===== config.mk =====
export PLATFORM = sky130hd
export DESIGN_NAME = multicycle_main_control
export DESIGN_NICKNAME = d
export VERILOG_FILES = /design/src/rtl/mips_ctrl_pkg.sv /design/src/rtl/main_ctrl_decode.sv /design/src/rtl/multicycle_main_control.sv
export SDC_FILE = /design/constraint.sdc
export NUM_CORES = 1
export LEC_CHECK = 0
export CORE_MARGIN = 2
export CORE_UTILIZATION = 28
export DETAILED_ROUTE_END_ITERATION = 12
export GPL_TIMING_DRIVEN = 0
export RECOVER_POWER = 100
export SKIP_CTS_REPAIR_TIMING = 1
export SYNTH_ARGS = -nofsm -noshare
export SYNTH_HDL_FRONTEND = slang
export SYNTH_SLANG_ARGS = --single-unit

===== constraint.sdc =====
create_clock -name clk -period 1.7 [get_ports clk]
set_clock_uncertainty 0.15 [all_clocks]
set_input_delay 0.255 -clock clk [delete_from_list [all_inputs] [get_ports clk]]
set_output_delay 0.255 -clock clk [all_outputs]
set_load 0.03 [all_outputs]

===== src/rtl/mips_ctrl_pkg.sv =====
// Shared constants and types for the multi-cycle MIPS main control FSM:
// opcodes, state encodings, ALU/mux select codes and the control bundle.
package mips_ctrl_pkg;

    localparam logic [5:0] OP_RTYPE = 6'h00;
    localparam logic [5:0] OP_LW    = 6'h23;
    localparam logic [5:0] OP_SW    = 6'h2B;
    localparam logic [5:0] OP_BEQ   = 6'h04;
    localparam logic [5:0] OP_J     = 6'h02;
    localparam logic [5:0] OP_ADDI  = 6'h08;

    typedef enum logic [3:0] {
        ST_FETCH     = 4'd0,
        ST_DECODE    = 4'd1,
        ST_MEM_ADDR  = 4'd2,
        ST_MEM_RD    = 4'd3,
        ST_MEM_WB    = 4'd4,
        ST_MEM_WR    = 4'd5,
        ST_EXEC      = 4'd6,
        ST_R_WB      = 4'd7,
        ST_BRANCH    = 4'd8,
        ST_JUMP      = 4'd9,
        ST_ADDI_EXEC = 4'd10,
        ST_ADDI_WB   = 4'd11
    } state_t;

    localparam logic [1:0] ALUOP_RTYPE = 2'b00;
    localparam logic [1:0] ALUOP_SUB   = 2'b01;
    localparam logic [1:0] ALUOP_ADD   = 2'b10;

    localparam logic [1:0] SRCB_REGB    = 2'b00;
    localparam logic [1:0] SRCB_FOUR    = 2'b01;
    localparam logic [1:0] SRCB_IMM     = 2'b10;
    localparam logic [1:0] SRCB_IMM_SH2 = 2'b11;

    localparam logic [1:0] PCSRC_ALU    = 2'b00;
    localparam logic [1:0] PCSRC_ALUOUT = 2'b01;
    localparam logic [1:0] PCSRC_JUMP   = 2'b10;

    typedef struct packed {
        logic       pc_write;
        logic       pc_write_cond;
        logic       i_or_d;
        logic       mem_read;
        logic       mem_write;
        logic       mem_to_reg;
        logic       ir_write;
        logic [1:0] pc_source;
        logic [1:0] alu_op;
        logic       alu_src_a;
        logic [1:0] alu_src_b;
        logic       reg_write;
        logic       reg_dst;
    } ctrl_t;

    // Idle bundle: everything low except ALUOp, which rests at add.
    localparam ctrl_t CTRL_DEFAULT = '{
        pc_write:      1'b0,
        pc_write_cond: 1'b0,
        i_or_d:        1'b0,
        mem_read:      1'b0,
        mem_write:     1'b0,
        mem_to_reg:    1'b0,
        ir_write:      1'b0,
        pc_source:     PCSRC_ALU,
        alu_op:        ALUOP_ADD,
        alu_src_a:     1'b0,
        alu_src_b:     SRCB_REGB,
        reg_write:     1'b0,
        reg_dst:       1'b0
    };

    function automatic logic opcode_supported(input logic [5:0] op, input logic allow_addi);
        logic ok;
        case (op)
            OP_RTYPE, OP_LW, OP_SW, OP_BEQ, OP_J: ok = 1'b1;
            OP_ADDI:                              ok = allow_addi;
            default:                              ok = 1'b0;
        endcase
        return ok;
    endfunction

endpackage


===== src/rtl/main_ctrl_decode.sv =====
// Combinational map from the current FSM state (plus mem_ready, used only
// to gate the FETCH-cycle PC/IR loads) to the datapath control bundle.
module main_ctrl_decode
    import mips_ctrl_pkg::*;
(
    input  logic [3:0] state,
    input  logic       mem_ready,
    output ctrl_t      ctrl
);

    // Moore decode of state into control signals
    always_comb begin
        ctrl = CTRL_DEFAULT;
        case (state)
            ST_FETCH: begin
                ctrl.mem_read  = 1'b1;
                ctrl.alu_src_b = SRCB_FOUR;
                ctrl.ir_write  = mem_ready;
                ctrl.pc_write  = mem_ready;
            end
            ST_DECODE: begin
                ctrl.alu_src_b = SRCB_IMM_SH2;
            end
            ST_MEM_ADDR, ST_ADDI_EXEC: begin
                ctrl.alu_src_a = 1'b1;
                ctrl.alu_src_b = SRCB_IMM;
            end
            ST_MEM_RD: begin
                ctrl.mem_read = 1'b1;
                ctrl.i_or_d   = 1'b1;
            end
            ST_MEM_WB: begin
                ctrl.mem_to_reg = 1'b1;
                ctrl.reg_write  = 1'b1;
            end
            ST_MEM_WR: begin
                ctrl.mem_write = 1'b1;
                ctrl.i_or_d    = 1'b1;
            end
            ST_EXEC: begin
                ctrl.alu_src_a = 1'b1;
                ctrl.alu_op    = ALUOP_RTYPE;
            end
            ST_R_WB: begin
                ctrl.reg_dst   = 1'b1;
                ctrl.reg_write = 1'b1;
            end
            ST_BRANCH: begin
                ctrl.alu_src_a     = 1'b1;
                ctrl.alu_op        = ALUOP_SUB;
                ctrl.pc_write_cond = 1'b1;
                ctrl.pc_source     = PCSRC_ALUOUT;
            end
            ST_JUMP: begin
                ctrl.pc_write  = 1'b1;
                ctrl.pc_source = PCSRC_JUMP;
            end
            ST_ADDI_WB: begin
                ctrl.reg_write = 1'b1;
            end
            default: ctrl = CTRL_DEFAULT;
        endcase
    end

endmodule


===== src/rtl/multicycle_main_control.sv =====
// Main control FSM of the multi-cycle MIPS datapath: holds the state register,
// next-state sequencing with memory stalls, and the sticky illegal-opcode flag.
module multicycle_main_control
    import mips_ctrl_pkg::*;
#(
    parameter int ALLOW_ADDI = 1
) (
    input  logic       clk,
    input  logic       rst_n,
    input  logic [5:0] opcode,
    input  logic       mem_ready,
    output logic       PCWrite,
    output logic       PCWriteCond,
    output logic       IorD,
    output logic       MemRead,
    output logic       MemWrite,
    output logic       MemtoReg,
    output logic       IRWrite,
    output logic [1:0] PCSource,
    output logic [1:0] ALUOp,
    output logic       ALUSrcA,
    output logic [1:0] ALUSrcB,
    output logic       RegWrite,
    output logic       RegDst,
    output logic       illegal_op,
    output logic [3:0] state_o
);

    localparam logic ADDI_EN = (ALLOW_ADDI != 0);

    state_t state_r;
    state_t next_state_s;
    logic   illegal_r;
    logic   decode_bad_s;
    ctrl_t  ctrl_s;

    assign decode_bad_s = (state_r == ST_DECODE) && !opcode_supported(opcode, ADDI_EN);

    // State register and sticky illegal flag
    always_ff @(posedge clk) begin
        if (!rst_n) begin
            state_r   <= ST_FETCH;
            illegal_r <= 1'b0;
        end else begin
            state_r   <= next_state_s;
            illegal_r <= illegal_r | decode_bad_s;
        end
    end

    // Next-state sequencing; memory states hold until mem_ready
    always_comb begin
        next_state_s = ST_FETCH;
        case (state_r)
            ST_FETCH: begin
                if (mem_ready) next_state_s = ST_DECODE;
                else           next_state_s = ST_FETCH;
            end
            ST_DECODE: begin
                case (opcode)
                    OP_RTYPE:     next_state_s = ST_EXEC;
                    OP_LW, OP_SW: next_state_s = ST_MEM_ADDR;
                    OP_BEQ:       next_state_s = ST_BRANCH;
                    OP_J:         next_state_s = ST_JUMP;
                    OP_ADDI: begin
                        if (ADDI_EN) next_state_s = ST_ADDI_EXEC;
                        else         next_state_s = ST_FETCH;
                    end
                    default:      next_state_s = ST_FETCH;
                endcase
            end
            ST_MEM_ADDR: begin
                if (opcode == OP_LW) next_state_s = ST_MEM_RD;
                else                 next_state_s = ST_MEM_WR;
            end
            ST_MEM_RD: begin
                if (mem_ready) next_state_s = ST_MEM_WB;
                else           next_state_s = ST_MEM_RD;
            end
            ST_MEM_WR: begin
                if (mem_ready) next_state_s = ST_FETCH;
                else           next_state_s = ST_MEM_WR;
            end
            ST_EXEC:      next_state_s = ST_R_WB;
            ST_ADDI_EXEC: next_state_s = ST_ADDI_WB;
            default:      next_state_s = ST_FETCH;
        endcase
    end

    main_ctrl_decode u_decode (
        .state     (state_r),
        .mem_ready (mem_ready),
        .ctrl      (ctrl_s)
    );

    assign PCWrite     = ctrl_s.pc_write;
    assign PCWriteCond = ctrl_s.pc_write_cond;
    assign IorD        = ctrl_s.i_or_d;
    assign MemRead     = ctrl_s.mem_read;
    assign MemWrite    = ctrl_s.mem_write;
    assign MemtoReg    = ctrl_s.mem_to_reg;
    assign IRWrite     = ctrl_s.ir_write;
    assign PCSource    = ctrl_s.pc_source;
    assign ALUOp       = ctrl_s.alu_op;
    assign ALUSrcA     = ctrl_s.alu_src_a;
    assign ALUSrcB     = ctrl_s.alu_src_b;
    assign RegWrite    = ctrl_s.reg_write;
    assign RegDst      = ctrl_s.reg_dst;
    assign illegal_op  = illegal_r;
    assign state_o     = state_r;

endmodule


==> results.sh <==
export IMPL_layout_min_cycle_time_ns=1.77
export IMPL_ys_warn_count=0
export IMPL_fill_cells=154
export IMPL_crit_arrival_ns=1.37
export IMPL_clock_root_buffer="clkbuf_4"
export IMPL_max_cap_violations=0
export IMPL_tightest_slew_ns=0.461
export IMPL_fmax_mhz=564
export IMPL_drc=0
export IMPL_drv_slew=0
export IMPL_cts_buffer_depth=2
export IMPL_synth_fp_nets=95
export IMPL_die_x_um=50.3
export IMPL_yosysUniqueCellTypes=33
export IMPL_worstPathRequired_ns=1.29
export IMPL_syn_avg_cell_area_um2=6.98
export IMPL_start_util_pct=30.0
export IMPL_antenna_cells=0
export IMPL_cts_tree="done"
export IMPL_whs_ns=0.302
export IMPL_violations="negative setup slack"
export IMPL_layout_drive_gt1_share_pct=59.0
export IMPL_crit_slowest_cell="dfxtp_2"
export IMPL_worst_r2r_path_depth=5
export IMPL_syn_area_um2=601
export IMPL_ant_nets=0
export IMPL_worstReg2RegStart="state_o[2]$_SDFF_PN0_"
export IMPL_grt_pass1_vias=663
export IMPL_status="finished with violations"
export IMPL_rsz0062_at_grt="true"
export IMPL_drt_iter0_markers=10
export IMPL_placedCellCount=142
export IMPL_cp_startpoint="state_o[2]$_SDFF_PN0_"
export IMPL_reg2reg_slack_ns=-0.02
export IMPL_nets=144
export IMPL_num_vias=850
export IMPL_synth_edf_count=0
export IMPL_worstSetupPathType="flip-flop to output port"
export IMPL_die_h_um=50.3
export IMPL_worstHoldPathType="input port to flip-flop"
export IMPL_yosysTopAreaCell="dfxtp_1"
export IMPL_worst_path_largest_cell_delay_ns=0.32
export IMPL_cts_buffers_inserted=3
export IMPL_hold_path_startpoint="opcode[1]"
export IMPL_fin_tns_setup_ns=-0.372
export IMPL_critPathBufInv=3
export IMPL_worst_setup_path_start_kind="flip-flop"
export IMPL_crit_family="simple AND/OR/NAND/NOR gates"
export IMPL_r2r_end="state_o[0]$_SDFF_PN0_"
export IMPL_cts_sinks=5
export IMPL_grt_max_degree=11
export IMPL_finalCritPeriodShare_pct=104
export IMPL_layout_setup_ws_ns=-0.0733
export IMPL_ir_drop_uv=288
export IMPL_fin_cells=161
export IMPL_worstPathCellList="buf_6 -> nand2b_4 -> nor3_4 -> buf_4 -> buf_6"
export IMPL_dieArea_mm2=0.00253
export IMPL_crit_fanout=8
export IMPL_antenna_found_initial=0
export IMPL_path_clk_slew_ns=0.04
export IMPL_wl_per_cell_um=14.0
export IMPL_netlist_instances=86
export IMPL_ys_seq_elements=5
export IMPL_io_pins=30
export IMPL_post_dp_cell_area_mm2=0.00102
export IMPL_cp_end_kind="output port"
export IMPL_cp_common_cell="buf_6"
export IMPL_power_density_mw_per_mm2=321
export IMPL_async_flop_share_pct=0
export IMPL_fin_area_mm2=0.00139
export IMPL_p_leak_nw=0.564
export IMPL_totalWireLength_um=2250
export IMPL_slew_headroom_pct=69.0
export IMPL_synthToLayoutAreaGrowth_pct=132
export IMPL_core_mm2=0.00200
export IMPL_yosys_area_top_type_share_pct=16.7
export IMPL_rows=16
export IMPL_hold_end="state_o[0]$_SDFF_PN0_"
export IMPL_ys_top_cells_by_area="dfxtp_1, nand2b_1, a21oi_1"
export IMPL_finalHoldViolCount=0
export IMPL_yosysSeqAreaShare_pct=16.7
export IMPL_min_path_cells=3
export IMPL_viasPerCell=5.28
export IMPL_synthFlopType="dfxtp_1"
export IMPL_track_usage_pct=15.4
export IMPL_numPortBuffers=29
export IMPL_place_gp_congestion=0.710
export IMPL_grt_first_pass_wirelength_um=3060
export IMPL_htree_levels=1
export IMPL_overflow=0
export IMPL_finalSetupViolations=8
export IMPL_hpwlAfterDp_um=1420
export IMPL_firstDrtPassIters=4
export IMPL_clock_latency_ns=0.24
## synth_stat cells, types with 2 or more instances
| library cell | instances |
|---|---|
| o21a_1 | 2 |
| nand3b_1 | 2 |
| buf_2 | 2 |
| nor4_1 | 2 |
| nand2b_1 | 7 |
| a31oi_1 | 2 |
| nor2_1 | 9 |
| a21oi_1 | 8 |
| or3_1 | 2 |
| o21ai_0 | 5 |
| dfxtp_1 | 5 |
| clkbuf_1 | 4 |
| buf_4 | 2 |
| nand2_1 | 5 |
| nor3_1 | 8 |
| nor3b_1 | 2 |
| a211oi_1 | 2 |
| nand3_1 | 2 |
## per-layer routing
metal	GRT usage, %	part of all wire, %
met1	21.2	47
met2	24.3	49
met3	4.17	3.7
met4	2.70	0
met5	0	0
## final cells by class
type	count	area [µm²]	share of cell area, %
Tap cell	27	33.8	2.42
Multi-Input combinational cell	71	638	45.8
Clock buffer	4	26.3	1.89
Timing Repair Buffer	44	440	31.6
Sequential cell	5	108	7.72
Buffer	10	148	10.6
## per-stage QoR
step	utilization [%]	total power [W]	worst slack (ns)
6_report	69.6	0.000448	-0.0733
5_1_grt	69.6	0.000475	-0.145
4_1_cts	52.4	0.000411	-0.799
3_5_place_dp	51.1	0.000272	-0.737
3_3_place_gp	51.1	0.000271	-0.724
2_1_floorplan	-	0.000209	-0.0516
## cells in the final DEF (no fill, tap or decap), types with 2 or more instances in the layout
cell,count
dfxtp_2,3
clkbuf_1,2
nor2_1,6
clkbuf_4,4
clkbuf_2,2
buf_12,5
a21oi_2,2
nor4_1,2
buf_6,15
clkdlybuf4s50_1,5
buf_4,16
nor3_1,2
nor3_4,4
nand2b_1,2
nand2_1,3
o21ai_0,4
nor2_2,2
o21a_1,2
a211oi_1,2
nor3_2,3
a21oi_1,6
nand3b_1,2
dlymetal6s2s_1,7
nor3b_4,2
nand2b_4,4
## worst min-delay path: cells and delay by family
family / cells / cell delay (ns)
buffers and inverters: 1 / 0.19
and+or+nand+nor: 1 / 0.10
AOI/OAI and AO/OA: 1 / 0.09
## how the worst max path moves through the flow
stage                          end  slack, ns  depth (start not counted)
after floorplan           ALUOp[0]      -0.05                          4
after global placement     PCWrite      -0.72                          5
after detailed placement   PCWrite      -0.74                          5
after CTS                  PCWrite      -0.80                          6
after global routing      ALUOp[0]      -0.15                          5
final                     ALUOp[0]      -0.07                          5
## flip-flops by register name, indices dropped and copies added (netlist names)
| signal | cells |
|---|---|
| state_o | 4 |
| illegal_op | 1 |
## cells by family (layout without fill, tap and decap cells)
kind of cell              count (synthesis)  count (layout)  share of synthesized area (%)
buffers and inverters                    10              58                           9.16
AOI/OAI and AO/OA                        24              24                           27.7
and+or+nand+nor                          45              45                           43.5
DFF                                       5               5                           16.7
xor gates and xnor gates                  2               2                           2.92
## where the power goes
part	total (W)	internal, W	switching, W
sequential	0.000123	0.000120	0.00000265
combinational	0.000185	0.0000895	0.0000950
clock	0.000140	0.0000889	0.0000515
No activity file was read; power rests on OpenSTA's default activity.
